--- config.mk ---
export PLATFORM = sky130hd
export DESIGN_NAME = instr_fetch_flat
export DESIGN_NICKNAME = d
export VERILOG_FILES = /design/src/rtl/instr_fetch_if.sv /design/src/rtl/instr_fetch.sv /design/src/flat_wrapper.sv
export SDC_FILE = /design/constraint.sdc
export NUM_CORES = 1
export LEC_CHECK = 0
export ABC_AREA = 0
export CORE_ASPECT_RATIO = 0.5
export CORE_MARGIN = 2
export CORE_UTILIZATION = 29
export DETAILED_ROUTE_END_ITERATION = 8
export PLACE_DENSITY = 0.57
export REMOVE_ABC_BUFFERS = 1
export SYNTH_ARGS = -nofsm -noshare
export SYNTH_HDL_FRONTEND = slang
export SYNTH_SLANG_ARGS = --single-unit
export TNS_END_PERCENT = 30
--- constraint.sdc ---
create_clock -name clk -period 2.7 [get_ports clk]
set_input_delay 0.54 -clock clk [delete_from_list [all_inputs] [get_ports clk]]
set_output_delay 0.54 -clock clk [all_outputs]
set_load 0.03 [all_outputs]
--- src/rtl/instr_fetch_if.sv ---
// Fetch-stage bus: instruction memory port, redirect input and IF/ID output register.
// The master side is the fetch stage; the slave side is memory plus decode.
interface instr_fetch_if #(
    parameter int PC_W = 32
);
    logic [PC_W-1:0] imem_addr;
    logic [31:0]     imem_rdata;
    logic            redirect_valid;
    logic [PC_W-1:0] redirect_target;
    logic            id_ready;
    logic            id_valid;
    logic [31:0]     id_instr;
    logic [PC_W-1:0] id_pc;
    logic [PC_W-1:0] id_pc_plus4;
    logic            fault;

    modport master (
        output imem_addr, id_valid, id_instr, id_pc, id_pc_plus4, fault,
        input  imem_rdata, redirect_valid, redirect_target, id_ready
    );

    modport slave (
        input  imem_addr, id_valid, id_instr, id_pc, id_pc_plus4, fault,
        output imem_rdata, redirect_valid, redirect_target, id_ready
    );
endinterface

--- src/rtl/instr_fetch.sv ---
// Fetch stage: owns the PC, reads a combinational instruction memory and feeds
// decode through a valid/ready IF/ID register. Bad fetch addresses trap sticky.
module instr_fetch #(
    parameter int PC_W     = 32,
    parameter int RESET_PC = 0,
    parameter int MAX_ADDR = 256
) (
    input  logic          clk,
    input  logic          rst_n,
    instr_fetch_if.master bus
);
    typedef enum logic [1:0] {BOOT, RUN, FAULT} state_t;

    localparam logic [PC_W-1:0] RESET_PC_W = PC_W'(RESET_PC);
    localparam logic [PC_W-1:0] MAX_ADDR_W = PC_W'(MAX_ADDR);

    state_t          state_reg, state_next;
    logic [PC_W-1:0] pc_reg, pc_next;
    logic            id_valid_reg, id_valid_next;
    logic [31:0]     id_instr_reg, id_instr_next;
    logic [PC_W-1:0] id_pc_reg, id_pc_next;
    logic [PC_W-1:0] id_pc_plus4_reg, id_pc_plus4_next;
    logic            fault_reg, fault_next;

    logic            pc_ok;
    logic            slot_free;
    logic [PC_W-1:0] pc_plus4;

    assign pc_ok     = (pc_reg[1:0] == 2'b00) && (pc_reg <= MAX_ADDR_W);
    assign slot_free = !id_valid_reg || bus.id_ready;
    assign pc_plus4  = pc_reg + PC_W'(4);

    always_comb begin
        state_next       = state_reg;
        pc_next          = pc_reg;
        id_valid_next    = id_valid_reg;
        id_instr_next    = id_instr_reg;
        id_pc_next       = id_pc_reg;
        id_pc_plus4_next = id_pc_plus4_reg;
        fault_next       = fault_reg;

        // Redirect beats everything; a word accepted by decode this same cycle
        // still counts as delivered, only the register's valid is dropped.
        if (bus.redirect_valid) begin
            pc_next       = bus.redirect_target;
            id_valid_next = 1'b0;
            fault_next    = 1'b0;
            state_next    = RUN;
        end else begin
            case (state_reg)
                BOOT: state_next = RUN;
                RUN: begin
                    if (slot_free) begin
                        if (pc_ok) begin
                            id_instr_next    = bus.imem_rdata;
                            id_pc_next       = pc_reg;
                            id_pc_plus4_next = pc_plus4;
                            id_valid_next    = 1'b1;
                            pc_next          = pc_plus4;
                        end else begin
                            id_valid_next = 1'b0;
                            fault_next    = 1'b1;
                            state_next    = FAULT;
                        end
                    end
                end
                FAULT:   id_valid_next = 1'b0;
                default: state_next = BOOT;
            endcase
        end
    end

    always_ff @(posedge clk or negedge rst_n) begin
        if (!rst_n) begin
            state_reg       <= BOOT;
            pc_reg          <= RESET_PC_W;
            id_valid_reg    <= 1'b0;
            id_instr_reg    <= 32'd0;
            id_pc_reg       <= '0;
            id_pc_plus4_reg <= '0;
            fault_reg       <= 1'b0;
        end else begin
            state_reg       <= state_next;
            pc_reg          <= pc_next;
            id_valid_reg    <= id_valid_next;
            id_instr_reg    <= id_instr_next;
            id_pc_reg       <= id_pc_next;
            id_pc_plus4_reg <= id_pc_plus4_next;
            fault_reg       <= fault_next;
        end
    end

    assign bus.imem_addr   = pc_reg;
    assign bus.id_valid    = id_valid_reg;
    assign bus.id_instr    = id_instr_reg;
    assign bus.id_pc       = id_pc_reg;
    assign bus.id_pc_plus4 = id_pc_plus4_reg;
    assign bus.fault       = fault_reg;
endmodule

--- src/flat_wrapper.sv ---
// flat-port wrapper written by rule: the top's interface ports become plain ports
module instr_fetch_flat 
#(
    parameter int PC_W     = 32,
    parameter int RESET_PC = 0,
    parameter int MAX_ADDR = 256
)
  (clk, rst_n, bus_imem_addr, bus_id_valid, bus_id_instr, bus_id_pc, bus_id_pc_plus4, bus_fault, bus_imem_rdata, bus_redirect_valid, bus_redirect_target, bus_id_ready);
  instr_fetch_if #(.PC_W(PC_W)) bus_i ();
  input  logic clk;
  input  logic rst_n;
  output wire logic [$bits(bus_i.imem_addr)-1:0] bus_imem_addr;
  output wire logic [$bits(bus_i.id_valid)-1:0] bus_id_valid;
  output wire logic [$bits(bus_i.id_instr)-1:0] bus_id_instr;
  output wire logic [$bits(bus_i.id_pc)-1:0] bus_id_pc;
  output wire logic [$bits(bus_i.id_pc_plus4)-1:0] bus_id_pc_plus4;
  output wire logic [$bits(bus_i.fault)-1:0] bus_fault;
  input wire logic [$bits(bus_i.imem_rdata)-1:0] bus_imem_rdata;
  input wire logic [$bits(bus_i.redirect_valid)-1:0] bus_redirect_valid;
  input wire logic [$bits(bus_i.redirect_target)-1:0] bus_redirect_target;
  input wire logic [$bits(bus_i.id_ready)-1:0] bus_id_ready;
  assign bus_imem_addr = bus_i.imem_addr;
  assign bus_id_valid = bus_i.id_valid;
  assign bus_id_instr = bus_i.id_instr;
  assign bus_id_pc = bus_i.id_pc;
  assign bus_id_pc_plus4 = bus_i.id_pc_plus4;
  assign bus_fault = bus_i.fault;
  assign bus_i.imem_rdata = bus_imem_rdata;
  assign bus_i.redirect_valid = bus_redirect_valid;
  assign bus_i.redirect_target = bus_redirect_target;
  assign bus_i.id_ready = bus_id_ready;
  instr_fetch #(.PC_W(PC_W), .RESET_PC(RESET_PC), .MAX_ADDR(MAX_ADDR)) u_core (.clk(clk), .rst_n(rst_n), .bus(bus_i));
endmodule
==> flow_summary.yaml <==
synth:
  ys_warn_count: 0
  synth_area_mm2: 0.00494
  syn_inst: 345
  synth_edf_count: 0
  syn_area_per_cell_um2: 14.3
  yosys.area.top_type: "dfrtp_1"
  synthFlopType: "dfrtp_1"
  synth_most_common_cell: "dfrtp_1"
  synth_area_leaders: "dfrtp_1, mux2_2, nor2b_1"
  synth.distinct_cells: 37
  synth_common_cells: "dfrtp_1, mux2_2, nor2b_1"
  synthArstFlopShare_pct: 100
  ys_ff_latch: 130
  netlist.area_leader.share_pct: 65.9
  ys_seq_area_share_pct: 65.9
run_status:
  status: "finished clean"
placement:
  detailed_place_hpwl_um: 9020
  post-place-cells: 758
  gp_congestion: 0.726
  io_buffers: 197
  post-place-ws_ps: 123
floorplanning:
  die_y_um: 96.3
  io-pin-count: 198
  initial_core_util_pct: 29.9
  die_w_um: 189
  coreArea_mm2: 0.0165
  num_rows: 33
  die-area_mm2: 0.0181
sta:
  worstMarginPinSlew_ps: 665
  skew_ps: 7.42
  fin_ws_ps: 146
  relSlewSlack_pct: 55.7
  setup_viol: 0
  drv_slew: 0
  fin_crit_ps: 2550
  period_share_pct: 94.6
  rsz0062_at_grt: "no"
  finalHoldViolCount: 0
  hold-worst-slack_ps: 73.4
  max_freq_ghz: 0.391
  tns_ps: 0
final_layout:
  antenna_cells: 0
  n_fill_cell: 1524
  seqCellArea_mm2: 0.00325
  syn_to_final_growth_pct: 58.4
  drive_gt1_share_pct: 18.1
  multiInputGateArea_mm2: 0.00155
  nets: 622
  finalNonFillerCells: 792
drt:
  first_iter_violations: 130
  viasPerCell: 4.22
  dr.pass1.iters: 4
  post-route-drc-count: 0
  wl_per_cell_um: 16.4
  wl_um: 13000
  ant_nets: 0
  vias: 3343
critical_path:
  r2r_start: "u_core.bus.imem_addr[3]$_DFFE_PN0P_"
  worstSetupPathType: "flop to flop"
  startpoint: "u_core.bus.imem_addr[3]$_DFFE_PN0P_"
  cp_slowest_stage_delay_ps: 450
  rrSetupSlack_ps: 150
  r2r_cells: 9
  critPathMaxFanout: 25
  start_kind: "flop"
  end_kind: "flop"
  cp_cell_sequence: "inv_1 -> ha_1 -> or4b_1 -> o21ai_1 -> nand3_2 -> nor3_4 -> buf_4 -> buf_6 -> mux2_1"
  r2r_end: "u_core.bus.id_pc_plus4[6]$_DFFE_PN0P_"
  cp.arrival_ps: 2840
  critPathSlowestCell: "or4b_1"
  cp.required_ps: 2990
global_route:
  overflow: 0
  grtUsageTotal_pct: 14.5
  grt_antenna_before_repair: 0
  grt_pass1_wl_um: 19800
  grt_max_degree: 61
  grt_pass1_vias: 3453
clock_network:
  postCtsHoldBufs: 0
  cts_buffers: 17
  cts_tree: "yes"
  clk_latency_ps: 410
  htreeDepth: 4
  clkTransAtPathRegs_ps: 60
  clockBufferDepth: 2
  clock_sinks: 130
  cts-root-buf: "clkbuf_16"
power_and_ir_drop:
  power.leakage_nw: 3.56
  p_total_w: 0.00492
  p_per_area_mw_per_mm2: 629
  ir_drop_v: 0.000464
job:
  drv_cap: 0
min_path:
  hp-class: "input pin to asynchronous set/reset pin"
report_power, final:
| group | switching [W] | internal, W |
|---|---|---|
| combinational | 0.000251 | 0.000250 |
| clock | 0.000903 | 0.00146 |
| sequential | 0.0000499 | 0.00200 |
| total | 0.00120 | 0.00371 |
placed cells by master (no fill, tap or decap), types with 5 or more instances in the layout:
cell type and instances:
nand2_1 9, nor2_1 6, clkdlybuf4s50_1 195, nor4_1 5, mux2_2 51, nor2b_1 50, inv_1 5, nor3_1 5
buf_4 10, clkbuf_16 18, mux2_1 20, a21oi_1 6, dfrtp_1 130
cell families (layout without fill, tap and decap cells):
| family | after synthesis | in the layout | share of synthesized area (%) |
|---|---|---|---|
| compound gates | 15 | 15 | 1.95 |
| xor+xnor | 6 | 6 | 1.06 |
| fa+ha+maj | 2 | 2 | 0.507 |
| buf+inv | 27 | 247 | 2.94 |
| flops | 130 | 130 | 65.9 |
| mux | 72 | 72 | 16.4 |
| simple gates | 93 | 93 | 11.2 |
how the worst max path moves through the flow:
stage | cells past startpoint | end
finish | 9 | u_core.bus.id_pc_plus4[6]$_DFFE_PN0P_
global route | 9 | u_core.bus.id_pc_plus4[6]$_DFFE_PN0P_
CTS | 8 | u_core.bus.id_pc_plus4[6]$_DFFE_PN0P_
detailed placement | 8 | u_core.bus.id_instr[5]$_DFFE_PN0P_
global placement | 8 | u_core.bus.id_instr[29]$_DFFE_PN0P_
floorplan | 7 | u_core.bus.id_instr[10]$_DFFE_PN0P_
layer usage:
metal | GRT usage [%] | share of wire (%) | vias to the layer above
met5 | 0 | 0 | -
met4 | 5.40 | 1.6 | 0
met3 | 3.94 | 3.7 | 19
met2 | 23.5 | 51 | 69
met1 | 18.8 | 44 | 1666
li1 | - | - | 1589
repair_timing:
item                       4_1_cts  5_1_grt
setup buffers                    0        1
setup endpoints to repair        0       44
resized for setup                0        4
critical path: cells and delay by family (launching register included):
| kind | cells | cell delay [ps] |
|---|---|---|
| buffers and inverters | 3 | 500 |
| and+or+nand+nor | 3 | 780 |
| AOI/OAI and AO/OA | 1 | 220 |
| adders and majority gates | 1 | 150 |
| muxes | 1 | 350 |
| DFF | 1 | 410 |
per-stage QoR:
step | instance area, um^2 | util [%]
2_1_floorplan | 4810 | -
3_3_place_gp | 7170 | 43.4
3_5_place_dp | 7170 | 43.4
4_1_cts | 7780 | 47.1
5_1_grt | 7820 | 47.3
6_report | 7820 | 47.3
final cells by class:
type | instances | area share, %
Clock buffer | 17 | 5.44
Clock inverter | 15 | 2.34
Inverter | 5 | 0.240
Multi-Input combinational cell | 188 | 19.8
Sequential cell | 130 | 41.6
Tap cell | 227 | 3.63
Timing Repair Buffer | 210 | 26.9
Power figures use the tool's default switching activity.
